### src/rtl/serial_subtractor_if.sv
// rtl/serial_subtractor_if.sv - request/result bundle for the bit-serial subtractor
interface serial_subtractor_if #(
   parameter int WIDTH = 4
);
   logic             start;
   logic [WIDTH-1:0] a;
   logic [WIDTH-1:0] b;
   logic             bin;
   logic             busy;
   logic             done;
   logic [WIDTH-1:0] diff;
   logic             bout;
   logic             ovf;

   modport master (
      output start, a, b, bin,
      input  busy, done, diff, bout, ovf
   );

   modport slave (
      input  start, a, b, bin,
      output busy, done, diff, bout, ovf
   );
endinterface

### src/rtl/serial_subtractor.sv
// rtl/serial_subtractor.sv - bit-serial a - b - bin, LSB first, one bit per clock
module serial_subtractor #(
   parameter int WIDTH = 4
) (
   input  logic               clk,
   input  logic               rst,
   serial_subtractor_if.slave bus
);
   localparam int CW = (WIDTH <= 2) ? 1 : $clog2(WIDTH);

   typedef enum logic {
      IDLE = 1'b0,
      RUN  = 1'b1
   } state_t;

   state_t           state_q, state_d;
   logic [WIDTH-1:0] a_sh_q, a_sh_d;
   logic [WIDTH-1:0] b_sh_q, b_sh_d;
   logic [WIDTH-1:0] res_q, res_d;
   logic [CW-1:0]    cnt_q, cnt_d;
   logic             br_q, br_d;
   logic             a_msb_q, a_msb_d;
   logic             b_msb_q, b_msb_d;
   logic             done_q, done_d;
   logic [WIDTH-1:0] diff_q, diff_d;
   logic             bout_q, bout_d;
   logic             ovf_q, ovf_d;

   logic             a0, b0, dbit, br_nxt;

   assign a0     = a_sh_q[0];
   assign b0     = b_sh_q[0];
   assign dbit   = a0 ^ b0 ^ br_q;
   assign br_nxt = (~a0 & b0) | (~(a0 ^ b0) & br_q);

   always_comb begin
      state_d = state_q;
      a_sh_d  = a_sh_q;
      b_sh_d  = b_sh_q;
      res_d   = res_q;
      cnt_d   = cnt_q;
      br_d    = br_q;
      a_msb_d = a_msb_q;
      b_msb_d = b_msb_q;
      done_d  = 1'b0;
      diff_d  = diff_q;
      bout_d  = bout_q;
      ovf_d   = ovf_q;

      case (state_q)
         IDLE: begin
            if (bus.start) begin
               a_sh_d  = bus.a;
               b_sh_d  = bus.b;
               br_d    = bus.bin;
               a_msb_d = bus.a[WIDTH-1];
               b_msb_d = bus.b[WIDTH-1];
               res_d   = '0;
               cnt_d   = '0;
               state_d = RUN;
            end
         end
         RUN: begin
            res_d  = {dbit, res_q[WIDTH-1:1]};
            a_sh_d = a_sh_q >> 1;
            b_sh_d = b_sh_q >> 1;
            br_d   = br_nxt;
            cnt_d  = cnt_q + CW'(1);
            // The last bit processed is the result MSB, so it feeds ovf directly.
            if (cnt_q == CW'(WIDTH - 1)) begin
               diff_d  = {dbit, res_q[WIDTH-1:1]};
               bout_d  = br_nxt;
               ovf_d   = (a_msb_q ^ b_msb_q) & (dbit ^ a_msb_q);
               done_d  = 1'b1;
               state_d = IDLE;
            end
         end
         default: state_d = IDLE;
      endcase
   end

   always_ff @(posedge clk or posedge rst) begin
      if (rst) begin
         state_q <= IDLE;
         a_sh_q  <= '0;
         b_sh_q  <= '0;
         res_q   <= '0;
         cnt_q   <= '0;
         br_q    <= 1'b0;
         a_msb_q <= 1'b0;
         b_msb_q <= 1'b0;
         done_q  <= 1'b0;
         diff_q  <= '0;
         bout_q  <= 1'b0;
         ovf_q   <= 1'b0;
      end else begin
         state_q <= state_d;
         a_sh_q  <= a_sh_d;
         b_sh_q  <= b_sh_d;
         res_q   <= res_d;
         cnt_q   <= cnt_d;
         br_q    <= br_d;
         a_msb_q <= a_msb_d;
         b_msb_q <= b_msb_d;
         done_q  <= done_d;
         diff_q  <= diff_d;
         bout_q  <= bout_d;
         ovf_q   <= ovf_d;
      end
   end

   assign bus.busy = (state_q == RUN);
   assign bus.done = done_q;
   assign bus.diff = diff_q;
   assign bus.bout = bout_q;
   assign bus.ovf  = ovf_q;
endmodule

### src/flat_wrapper.sv
// flat-port wrapper written by rule: the top's interface ports become plain ports
module serial_subtractor_flat 
#(
   parameter int WIDTH = 4
)
  (clk, rst, bus_start, bus_a, bus_b, bus_bin, bus_busy, bus_done, bus_diff, bus_bout, bus_ovf);
  serial_subtractor_if #(.WIDTH(WIDTH)) bus_i ();
  input  logic clk;
  input  logic rst;
  input wire logic [$bits(bus_i.start)-1:0] bus_start;
  input wire logic [$bits(bus_i.a)-1:0] bus_a;
  input wire logic [$bits(bus_i.b)-1:0] bus_b;
  input wire logic [$bits(bus_i.bin)-1:0] bus_bin;
  output wire logic [$bits(bus_i.busy)-1:0] bus_busy;
  output wire logic [$bits(bus_i.done)-1:0] bus_done;
  output wire logic [$bits(bus_i.diff)-1:0] bus_diff;
  output wire logic [$bits(bus_i.bout)-1:0] bus_bout;
  output wire logic [$bits(bus_i.ovf)-1:0] bus_ovf;
  assign bus_i.start = bus_start;
  assign bus_i.a = bus_a;
  assign bus_i.b = bus_b;
  assign bus_i.bin = bus_bin;
  assign bus_busy = bus_i.busy;
  assign bus_done = bus_i.done;
  assign bus_diff = bus_i.diff;
  assign bus_bout = bus_i.bout;
  assign bus_ovf = bus_i.ovf;
  serial_subtractor #(.WIDTH(WIDTH)) u_core (.clk(clk), .rst(rst), .bus(bus_i));
endmodule
### config.mk
export PLATFORM = sky130hd
export DESIGN_NAME = serial_subtractor_flat
export DESIGN_NICKNAME = d
export VERILOG_FILES = /design/src/rtl/serial_subtractor_if.sv /design/src/rtl/serial_subtractor.sv /design/src/flat_wrapper.sv
export SDC_FILE = /design/constraint.sdc
export NUM_CORES = 1
export LEC_CHECK = 0
export ABC_AREA = 1
export CORE_MARGIN = 2
export CORE_UTILIZATION = 30
export CTS_CLUSTER_DIAMETER = 30
export CTS_CLUSTER_SIZE = 8
export DETAILED_ROUTE_END_ITERATION = 12
export GPL_TIMING_DRIVEN = 0
export MAX_ROUTING_LAYER = met4
export PLACE_DENSITY = 0.48
export SKIP_LAST_GASP = 1
export SYNTH_ARGS = -nofsm -noshare
export SYNTH_HDL_FRONTEND = slang
export SYNTH_SLANG_ARGS = --single-unit
### constraint.sdc
create_clock -name clk -period 1.65 [get_ports clk]
set_input_delay 0.33 -clock clk [delete_from_list [all_inputs] [get_ports clk]]
set_output_delay 0.33 -clock clk [all_outputs]
set_load 0.01 [all_outputs]
==> flow_results.org, run 1 <==
** Timing
- Post-layout min period :: around 1.6 ns
- The number of max-slew violations in the final report was 0.
- Min Hold Slack :: between 0.4 and 0.5 ns
- After routing, the total negative slack on setup checks comes to 0 ns.
- For the pin with the worst max-slew slack, the measured transition is around 0.92 ns.
- Of the available clock period, the critical path in the final layout requires 94.2%.
- Max frequency :: 643 MHz
- Worst clock skew :: ~0.0018 ns
- The total count of hold-check failures in the final report was 0.
- RSZ-0062 raised after global routing :: false
- In this run the tightest slew margin relative to its limit is 38.3%.
- Setup ws final :: between 0.09 and 0.1 ns
- Finish-stage setup viols :: 0

** Floorplan
- The core region is around 3400 sq um.
- The initial utilization of the core area, before any placement, comes to approximately a third.
- I/O pin cnt :: 20
- Site Rows :: 21
- The die is ~63 microns wide.
- Die Area :: roughly 4000 sq um
- Die extent in y :: approximately 63 microns

** Final layout
- Number of antenna diodes :: 0
- Nets :: around 140
- Layout overhead on the synthesized area :: 26.9%
- Fill cell instance count of the final layout :: ~370
- The post-route netlist has between 15 and 20% of its cells at a drive strength greater than 1.
- Once layout is done, the placed cells without fillers occupy 1340 sq um.

** Power and ir drop
- Power per standard cell area :: between 1500 and 2000 nW/um^2
- Power Internal :: 0.00142 W
- Share of total power consumed by net switching :: between 30% and 40%
- Psw :: between 0.0008 and 0.0009 W
- The analysis attributes to cell leakage a power of around 0.63 nW.
- Sequential cells account for 42.0% of the total power.
- The clock network accounts for a little over an eighth of the total power.
- VDD sags by at most around 0.45 mV.
- Combinational cell fraction of total power :: between 40% and 50%

** Route
- Drt drc :: 0
- For this block, the routed nets add up to 1.89 mm of wire.
- The routed layout has 737 vias.
- The first routing iteration left 36 violations.
- Average wire per cell in the routed design :: 10.8 microns
- First-pass iteration count of the detailed router :: 4
- In the routed layout, each cell is associated on average with a via count of around 4.2.
- Number of nets with antenna violations after routing :: 0

** Worst setup path
- Largest delay contributor family on the critical path :: buffers and inverters
- Data required time of the critical path :: 1.32 ns
- Data on the critical path arrives at its endpoint at 1.22 ns.
- CP Cell Sequence :: clkdlybuf4s50_1
- The worst setup path is captured at a primary output.
- For this run, the slowest stage of the critical path takes 0.54 ns.
- Worst-path fanout max :: 2
- The critical path in this run is classified as flip-flop to primary output.
- Number of buffers and inverters on the critical path :: 1
- Nature of the critical path startpoint :: flip-flop
- Critical-path cell with the highest stage delay :: sky130_fd_sc_hd__clkdlybuf4s50_1

** Clock network
- Root buffer selected by CTS :: sky130_fd_sc_hd__clkbuf_4
- In this run, post-CTS hold repair placed 0 buffers.
- Number of buffers on the longest clock path :: 2
- Clock tree from TritonCTS :: built
- For the worst-skew pair, the clock arrives at the later sink with an insertion delay of around 0.3 ns.
- CTS built an H-tree with a depth of 1.
- Clock-pin slew was measured on the worst setup and hold paths at between 0.1 and 0.15 ns.
- Postcts setup bufs :: 0
- Sink Count :: 24
- PostCTS Resize Cnt :: 0
- CTS Buf Count :: 3

** Synthesis
- Average cell area after synthesis :: 9.96 sq um
- By area the synthesized netlist is led by sky130_fd_sc_hd__dfrtp_1 (57%), sky130_fd_sc_hd__nand2_1 (12%), sky130_fd_sc_hd__inv_1 (5.3%).
- In the synthesized netlist the dominant register cell turns out to be sky130_fd_sc_hd__dfrtp_1.
- Netlist cell types :: 17
- Synthesis produced a netlist with a net count of 120.
- Yosys instantiated no cell more often than sky130_fd_sc_hd__nand2_1.
- Cell area after technology mapping :: roughly 1100 sq um
- Number of enable-type register cells in the synthesized netlist :: 0
- Sequential share of the synthesized area :: approximately 57%
- Library cell occupying the most area in the post-synthesis netlist :: sky130_fd_sc_hd__dfrtp_1
- Synthesis inferred 24 register bits.
- Most used standard cells in the synthesized netlist :: sky130_fd_sc_hd__nand2_1 (33), sky130_fd_sc_hd__dfrtp_1 (24), sky130_fd_sc_hd__inv_1 (15), sky130_fd_sc_hd__nand3_1 (6)
- Synth Warn # :: 0
- Share of the synthesized area in the top cell type :: 56.9%
- After technology mapping, the gate count stands at about 110.
- Share of async-settable or async-resettable flops after synthesis :: between 90% and 100%

** Placement
- After detailed placement, the total cell area comes to 1300 sq um.
- The congestion estimate from routability-driven global placement came to approximately 0.70.
- OpenSTA, run right after detailed placement, puts the worst setup slack at 0.126 ns.
- Summed over all nets, the half-perimeter wirelength after detailed placement is 1.39 mm.
- Input and output buffers added on the ports amount to 19.

** Global route
- Global routing consumed, over all layers together, around 11% of the routing resources.
- Entering global routing, the biggest net connects 25 pins.
- Initial antenna violation count :: 0
- For this run the aggregate overflow at the end of global routing stands at 0.
- The via count of the first global-routing pass is approximately 770.
- First-pass GRT wire length :: 3.31 mm

** Status
- The run finished with clean final reports.

** Job
- Max Cap Violations :: 0

** Worst hold path
- Path class of the lowest-slack min-delay path :: flip-flop to flip-flop
## power by group through the flow
stage / sequential (W) / clock [W] / combinational, W
final: 0.000946 / 0.000306 / 0.000999
after global routing: 0.000976 / 0.000349 / 0.00114
after CTS: 0.000948 / 0.000321 / 0.00102
after detailed placement: 0.000962 / 0 / 0.00102
after global placement: 0.000956 / 0 / 0.00101
after floorplan: 0.000981 / 0 / 0.000651
## cells in the final DEF, fill, tap and decap left out, drive strengths merged
master / count
nand3: 6
dfrtp: 24
o211ai: 3
o22ai: 5
clkdlybuf4s50: 19
fa: 1
clkbuf: 4
ha: 1
nor2: 3
nand2: 35
o21ai: 8
inv: 17
buf: 3
## per-stage QoR
stage	util, %	total power, W	cells
6_report	39.8	0.00225	175
3_3_place_gp	38.8	0.00196	171
5_1_grt	39.8	0.00246	175
4_1_cts	39.8	0.00229	175
3_5_place_dp	38.8	0.00198	171
2_1_floorplan	-	0.00163	106
## final timing paths
check	slack (ns)	from	cells past startpoint	end
worst max-delay path	0.1	u_core.bus.busy	1	bus_busy
worst min-delay path	0.49	u_core.cnt_q[0]	1	u_core.cnt_q[0]
worst max register to register	0.24	u_core.br_q	7	u_core.bus.ovf
worst min register to register	0.49	u_core.cnt_q[0]	1	u_core.cnt_q[0]
max in group asynchronous	0.58	rst	2	u_core.b_msb_q
min in group asynchronous	0.52	rst	2	u_core.bus.busy
## area by class of cell
class	instances	area (sq um)	area share [%]
plain buffers	3	33.8	2.52
clock buffers	4	36.3	2.71
inverters	17	68.8	5.14
multi-input cells	62	353	26.3
flip-flops and latches	24	601	44.8
well taps	46	57.6	4.30
repair buffers	19	190	14.2
## registers in the layout, indices dropped and copies added (netlist names)
name and flops:
u_core.a_sh_q 4, u_core.b_msb_q 1, u_core.b_sh_q 4, u_core.bus.done 1, u_core.cnt_q 2, u_core.br_q 1
u_core.res_q 3, u_core.bus.busy 1, u_core.bus.diff 4, u_core.bus.bout 1, u_core.a_msb_q 1, u_core.bus.ovf 1
## layer usage
layer,part of all wire (%),vias up,GRT usage [%]
li1,-,378,-
met1,50,340,13.9
met2,45,17,17.2
met3,4.4,2,2.50
met4,0.63,0,3.26
met5,0,-,-
## cell families after synthesis
| family | after synthesis | share of synthesized area (%) |
|---|---|---|
| AND/OR/NAND/NOR | 44 | 18.2 |
| buffers and inverters | 20 | 9.71 |
| AO/OA/AOI/OAI | 16 | 12.1 |
| adder cells (fa/ha/maj) | 2 | 3.08 |
| flip-flops | 24 | 56.9 |
(Power assumes the default switching activity.)
==> run 2, diff against run 1 <==
--- a/config.mk
+++ b/config.mk
@@ -18,3 +18,4 @@
 export SYNTH_ARGS = -nofsm -noshare
 export SYNTH_HDL_FRONTEND = slang
 export SYNTH_SLANG_ARGS = --single-unit
+export TNS_END_PERCENT = 20
==> constraint.sdc (replaced) <==
create_clock -name clk -period 1.65 [get_ports clk]
set_input_delay 0.33 -clock clk [delete_from_list [all_inputs] [get_ports clk]]
set_output_delay 0.33 -clock clk [all_outputs]
set_load 0.05 [all_outputs]
==> flow_results.org, run 2 (synthesized netlist as in run 1, its figures left out) <==
** Worst setup path
- CP Cell Sequence :: clkdlybuf4s50_1
- Endpoint type of the worst setup path :: primary output
- The logic depth of the worst path, buffers included was 1 (unchanged).
- The worst setup path is launched from a flip-flop.
- Following the worst setup path forward leads to its endpoint at bus_bout.
- Number of buffers and inverters on the critical path :: 1 (unchanged)
- Largest delay contributor family on the critical path :: buffers and inverters
- The worst reg-to-reg path cell count was 7 (unchanged).
- On the critical path, the stage with the largest delay is an instance of sky130_fd_sc_hd__clkdlybuf4s50_1.
- The data required time of the worst path is 1.32 ns (about the same).
- The endpoint identified for the worst register-to-register timing path is u_core.bus.ovf.
- The largest fanout on the critical path is 2 (unchanged).
- The worst setup path is of the flip-flop to primary output kind.
- In this run the critical register-to-register path is launched from u_core.br_q.
- WP data arrival :: 1.48 ns (+0.26 ns)
- The critical path starts at u_core.bus.bout.
- Maximum cell stage delay along the critical path :: 0.80 ns (+0.26 ns)
- The setup slack of the worst register-to-register path is 0.23 ns (about the same).

** Global route
- Global route total overflow :: 0 (unchanged)
- The pin count of the biggest net entering global routing came to 25 (unchanged).
- First-pass GRT wire length :: 3.31 mm (unchanged)
- The total routing resource utilization after global routing was 10.9% (unchanged).
- Via count of the first global-routing pass :: 766 (unchanged)
- Initial antenna violation count :: 0 (unchanged)

** Floorplan
- Die extent in y :: 63.3 microns (unchanged)
- The site row count is 21 (unchanged).
- I/O pin cnt :: 20 (unchanged)
- The width of the die came to 63.3 microns (unchanged).
- The starting utilization of the core area is 31.4% (unchanged).
- The die outline area is 4010 sq um (unchanged).
- The area of the core came to 3360 sq um (unchanged).

** Status
- Outcome :: finished, violations left
- The checks that failed: setup timing.

** Route
- The detailed-routing iteration count for the pre-antenna-repair pass came to 4 (unchanged).
- Violation count after the first detailed-route iteration :: 28 (-22%)
- WL final :: 1.88 mm (-0.37%)
- Number of nets with antenna violations after routing :: 0 (unchanged)
- Drt drc :: 0 (unchanged)
- Vias per cell :: 4.21 (unchanged)
- The via count came to 737 (unchanged).
- Average wire per cell in the routed design :: 10.8 microns (-0.37%)

** Final layout
- Final standard cell utilization of the core :: 39.9% (about the same)
- The fraction of final layout cells sized beyond drive strength 1 came to 16.3% (unchanged).
- Total non-filler cell area in the finished layout :: 1340 sq um (about the same)
- The growth of design area from synthesis to finish came to 27.0% (about the same).
- Highest-count cells in the layout ignoring fill and taps :: sky130_fd_sc_hd__nand2_1 (33), sky130_fd_sc_hd__dfrtp_1 (24), sky130_fd_sc_hd__clkdlybuf4s50_1 (17), sky130_fd_sc_hd__inv_1 (15), sky130_fd_sc_hd__nand3_1 (6)
- The number of nets in the layout came to 144 (unchanged).
- Finished Layout Cells :: 175 (unchanged)
- Most frequent standard cell in the layout excluding fill and tap cells :: sky130_fd_sc_hd__nand2_1
- The number of antenna cells inserted is 0 (unchanged).

** Placement
- Half-perimeter wire length of the detailed placement result :: 1.39 mm (unchanged)
- The number of port buffers came to 19 (unchanged).
- The instance count after placement with tap cells included came to 171 (unchanged).
- The standard cell area after detailed placement was 1300 sq um (unchanged).
- The routability-driven placement congestion ratio was 0.700 (unchanged).

** Timing
- The final critical delay including setup and external delays came to 1.81 ns (+0.260 ns).
- Share of the clock period used by the worst path after layout :: 110% (+16 points)
- The slew at the pin closest to its max-slew limit is 0.921 ns (-0.00309 ns).
- The post-route setup TNS is -0.874 ns (-0.874 ns).
- The number of max-slew violations in the final report came to 0 (unchanged).
- The setup skew after layout was 0.00323 ns (+0.00147 ns).
- RSZ-0062 raised after global routing :: true
- The tightest hold margin was 0.495 ns (unchanged).
- Remaining max-slew budget at the tightest pin :: 38.5% (+0.21 points)
- Count of endpoints failing hold in the final timing report :: 0 (unchanged)
- The number of setup violations in the final report came to 6 (+6).
- The slack of the critical path was -0.164 ns (-0.260 ns).
- The maximum achievable frequency came to 551 MHz (-14%).

** Power and ir drop
- The leakage power figure came to 0.646 nW (+1.8%).
- Peak ir drop on the vdd network :: 0.456 mV (+1.3%)
- Power per standard cell area :: 1850 nW/um^2 (+10%)

** Clock network
- H-tree depth :: 1 (unchanged)
- The total setup buffers inserted after CTS is 0 (unchanged).
- CTS Buf Count :: 3 (unchanged)
- Post-CTS Hold Buffers :: 0 (unchanged)
- Worst-Skew Late Latency :: 0.30 ns (about the same)
- TritonCTS built the clock tree.
- The cell sitting at the root of the clock tree is a sky130_fd_sc_hd__clkbuf_4.
- Sink Count :: 24 (unchanged)
- Clock-pin slew reported for the worst setup and hold paths after clock tree synthesis :: 0.13 ns (about the same)
- Number of buffers on the longest clock path :: 2 (unchanged)

** Job
- The max capacitance violation total was 0 (unchanged).

** Worst hold path
- The path class of the tightest hold or removal check is flip-flop to flip-flop.
[run 2: cell count changes in the layout (fill, tap and decap cells not counted)]
cell and change:
sky130_fd_sc_hd__dlymetal6s2s_1 +1, sky130_fd_sc_hd__clkdlybuf4s50_1 -2, sky130_fd_sc_hd__dlygate4sd2_1 +1
[run 2: layer usage]
layer	track usage, %	wire length (microns)
met4	3.26	12
met1	13.9	941
met3	2.50	87
met5	-	0
met2	17.2	842
[run 2: cell type report]
class / count / area [sq um]
fill: 372 / 2020
tap: 46 / 57.6
inverter: 17 / 68.8
timing repair buffer: 19 / 191
sequential: 24 / 601
multi-input combinational: 62 / 353
buffer: 3 / 33.8
clock buffer: 4 / 36.3
[run 2: timing repair]
item	in CTS	in global routing
setup endpoints to repair	8	7
gates resized for setup	1	1
pin swaps	0	0
[run 2: how the worst min path moves through the flow]
stage,slack (ns),end,from,depth (start not counted)
2_1_floorplan,0.34,u_core.a_msb_q,rst,1
3_3_place_gp,0.46,u_core.bus.ovf,u_core.bus.ovf,2
3_5_place_dp,0.47,u_core.cnt_q[1],u_core.cnt_q[1],2
4_1_cts,0.50,u_core.cnt_q[0],u_core.cnt_q[0],1
5_1_grt,0.52,u_core.cnt_q[0],u_core.cnt_q[0],1
6_report,0.49,u_core.cnt_q[0],u_core.cnt_q[0],1
[run 2: report_power, final]
part	internal [W]	switching (W)	total, W	leakage (nW)
clock network	0.000135	0.000170	0.000304	0.0210
logic	0.000452	0.000784	0.00124	0.319
registers	0.000828	0.000117	0.000945	0.306
total	0.00141	0.00107	0.00249	0.646
[run 2: through the flow]
step / power, W / worst slack, ns
finish: 0.00249 / -0.164
global placement: 0.00221 / 0.132
floorplan: 0.00187 / 0.355
CTS: 0.00253 / -0.184
global route: 0.00270 / -0.229
detailed placement: 0.00222 / 0.126
==> run 3, diff against run 2 <==
--- a/config.mk
+++ b/config.mk
@@ -7,13 +7,13 @@
 export LEC_CHECK = 0
 export ABC_AREA = 1
 export CORE_MARGIN = 2
-export CORE_UTILIZATION = 30
+export CORE_UTILIZATION = 40
 export CTS_CLUSTER_DIAMETER = 30
 export CTS_CLUSTER_SIZE = 8
 export DETAILED_ROUTE_END_ITERATION = 12
 export GPL_TIMING_DRIVEN = 0
 export MAX_ROUTING_LAYER = met4
-export PLACE_DENSITY = 0.48
+export PLACE_DENSITY = 0.61
 export SKIP_LAST_GASP = 1
 export SYNTH_ARGS = -nofsm -noshare
 export SYNTH_HDL_FRONTEND = slang
==> constraint.sdc (replaced) <==
create_clock -name clk -period 1.65 [get_ports clk]
set_input_delay 0.495 -clock clk [delete_from_list [all_inputs] [get_ports clk]]
set_output_delay 0.495 -clock clk [all_outputs]
set_load 0.05 [all_outputs]
==> flow_results.org, run 3 (synthesized netlist as in run 1, its figures left out) <==
** Timing
- Worst clock skew :: 0.00582 ns (+0.00259 ns)
- RSZ-0062 raised after global routing :: true
- Min Hold Slack :: 0.496 ns (+0.00125 ns)
- Count of endpoints failing hold in the final timing report :: 0 (unchanged)
- Max frequency :: 596 MHz (+8.1%)
- The number of max-slew violations in the final report is 0 (unchanged).
- The headroom to the max-slew limit is 39.9% (+1.4 points).
- Pin slew with the least headroom to its limit :: 0.900 ns (-0.0206 ns)
- The final critical delay including setup and external delays was 1.68 ns (-0.137 ns).
- The slack of the critical path was -0.0277 ns (+0.137 ns).
- Share of the clock period used by the worst path after layout :: 102% (-8.3 points)
- Finish-stage setup viols :: 6 (unchanged)

** Final layout
- Share of cells above drive strength 1 :: 17.8% (+1.6 points)
- Compared with the post-synthesis result, the final layout area differs by 24.5%.
- Fill cell instance count of the final layout :: 239 (-36%)
- The number of nets in the layout was 144 (unchanged).
- The library cells used most frequently in the layout, excluding fill and tap cells, are sky130_fd_sc_hd__nand2_1 (33), sky130_fd_sc_hd__dfrtp_1 (24), sky130_fd_sc_hd__inv_1 (15), sky130_fd_sc_hd__clkdlybuf4s50_1 (11), sky130_fd_sc_hd__nand3_1 (6).
- The final core area utilization came to 52.6% (+13 points).
- The library cell used most frequently in the layout, excluding fill and tap cells, is sky130_fd_sc_hd__nand2_1.
- Number of antenna diodes :: 0 (unchanged)

** Route
- The via count came to 755 (+2.4%).
- Violation count after the first detailed-route iteration :: 11 (-61%)
- Drt drc :: 0 (unchanged)
- The remaining antenna violation count after routing is 0 (unchanged).
- Average wire per cell in the routed design :: 11.8 microns (+9.6%)
- Vias per cell :: 4.75 (+13%)
- The detailed-routing iteration count for the pre-antenna-repair pass was 4 (unchanged).
- WL final :: 1.88 mm (-0.42%)

** Worst setup path
- WP data arrival :: 1.18 ns (-0.30 ns)
- Worst-path fanout max :: 1 (-1)
- The delay of the slowest cell on the worst path came to 0.52 ns (-0.28 ns).
- Worst Path Class, Setup :: flip-flop to primary output
- Number of buffers and inverters on the critical path :: 1 (unchanged)
- Nature of the critical path startpoint :: flip-flop
- For this design, the slowest cell found on the critical path is sky130_fd_sc_hd__dlygate4sd2_1.
- Start point of the critical path :: u_core.bus.done
- In this run the critical register-to-register path is launched from u_core.br_q.
- CP Cell Sequence :: dlygate4sd2_1
- Data required time of the critical path :: 1.15 ns (-0.17 ns)
- Largest delay contributor family on the critical path :: buffers and inverters
- Endpoint type of the worst setup path :: primary output

** Clock network
- H-tree depth :: 1 (unchanged)
- CTS Buf Count :: 3 (unchanged)
- Worst-Skew Late Latency :: 0.31 ns (about the same)
- The number of buffers on the longest clock path is 2 (unchanged).
- Post-CTS Hold Buffers :: 0 (unchanged)
- The cell sitting at the root of the clock tree is a sky130_fd_sc_hd__clkbuf_4.
- Clock tree from TritonCTS :: built
- The quantity of gates resized following cts was 16 (+15).
- Postcts setup bufs :: 0 (unchanged)
- Sink Count :: 24 (unchanged)
- Clock-pin slew reported for the worst setup and hold paths after clock tree synthesis :: 0.14 ns (about the same)

** Global route
- Global-route track usage on met3 :: 2.58% (+0.076 points)
- Global routing usage on met2 :: 22.1% (+4.9 points)
- First-pass GRT wire length :: 3.42 mm (+3.1%)
- GR met1 Demand/Resource :: 18.6% (+4.7 points)
- The total overflow reported by the global router came to 0 (unchanged).
- Total routing usage reported by global routing :: 14.2% (+3.3 points)
- The initial antenna violation count is 0 (unchanged).
- Routing layer with the top usage in global route :: met2
- The via count of the first global-routing pass was 773 (+0.91%).
- Largest net degree at the start of global routing :: 25 (unchanged)

** Power and ir drop
- Peak ir drop on the vdd network :: 1.01 mV (+120%)
- The power density over cell area came to 1870 nW/um^2 (+1.0%).
- Static leakage :: 0.643 nW (-0.44%)

** Floorplan
- The site row count was 18 (-14%).
- The width of the die was 55.4 microns (-13%).
- Die extent in y :: 55.4 microns (-13%)
- The area of the core was 2500 sq um (-26%).
- The number of ports placed on the die boundary was 20 (unchanged).
- The starting utilization of the core area was 42.2% (+11 points).
- The die outline area came to 3070 sq um (-24%).

** Placement
- The routability-driven placement congestion ratio was 0.744 (+6.3%).
- The number of port buffers was 19 (unchanged).
- Half-perimeter wire length of the detailed placement result :: 1.37 mm (-1.5%)

** Worst hold path
- The tightest min-delay check is of the flip-flop to flip-flop type.
- Startpoint of the most critical hold path :: u_core.bus.diff[3]

** Status
- Violations in the final reports :: setup timing
- Outcome :: finished, violations left

** Job
- Max Cap Violations :: 0 (unchanged)
[run 3: cell types whose count changed in the layout (fill, tap and decap cells not counted)]
cell	before	now
sky130_fd_sc_hd__clkdlybuf4s50_1	17	11
sky130_fd_sc_hd__clkdlybuf4s15_1	0	5
sky130_fd_sc_hd__clkbuf_2	0	1
sky130_fd_sc_hd__clkdlybuf4s15_2	0	1
sky130_fd_sc_hd__dlymetal6s2s_1	1	0
[run 3: per-stage QoR]
stage	area, sq um	setup TNS (ns)	worst slack (ns)	cells	total power [W]
global route	1320	-0.406	-0.0716	159	0.00265
finish	1320	-0.111	-0.0277	159	0.00246
global placement	1280	0	0.00952	155	0.00219
detailed placement	1280	0	0.00172	155	0.00222
CTS	1320	-0.251	-0.0463	159	0.00249
floorplan	1060	0	0.355	106	0.00187
[run 3: layout make-up]
type / count / area (sq um) / share of cell area [%]
sequential: 24 / 601 / 45.7
tap: 30 / 37.5 / 2.85
timing repair buffer: 19 / 185 / 14.1
multi-input combinational: 62 / 353 / 26.8
clock buffer: 4 / 36.3 / 2.76
inverter: 17 / 68.8 / 5.23
buffer: 3 / 33.8 / 2.57
[run 3: path summary, 6_finish.rpt]
check	to	slack (ns)	depth (start not counted)
max in group asynchronous	u_core.b_sh_q[2]	0.44	2
min reg2reg	u_core.bus.diff[3]	0.50	2
min in group asynchronous	u_core.bus.done	0.66	2
max	bus_done	-0.03	1
min	u_core.bus.diff[3]	0.50	2
max reg2reg	u_core.bus.ovf	0.22	7
[run 3: per-layer routing]
layer	up-vias	share of wire, %
met5	-	0
met4	0	0
met3	0	4.8
met2	16	47
met1	357	48
li1	382	-
[run 3: power breakdown]
group	switching [W]	total [W]	internal (W)
clock	0.000179	0.000314	0.000135
sequential	0.000117	0.000945	0.000829
combinational	0.000784	0.00120	0.000418
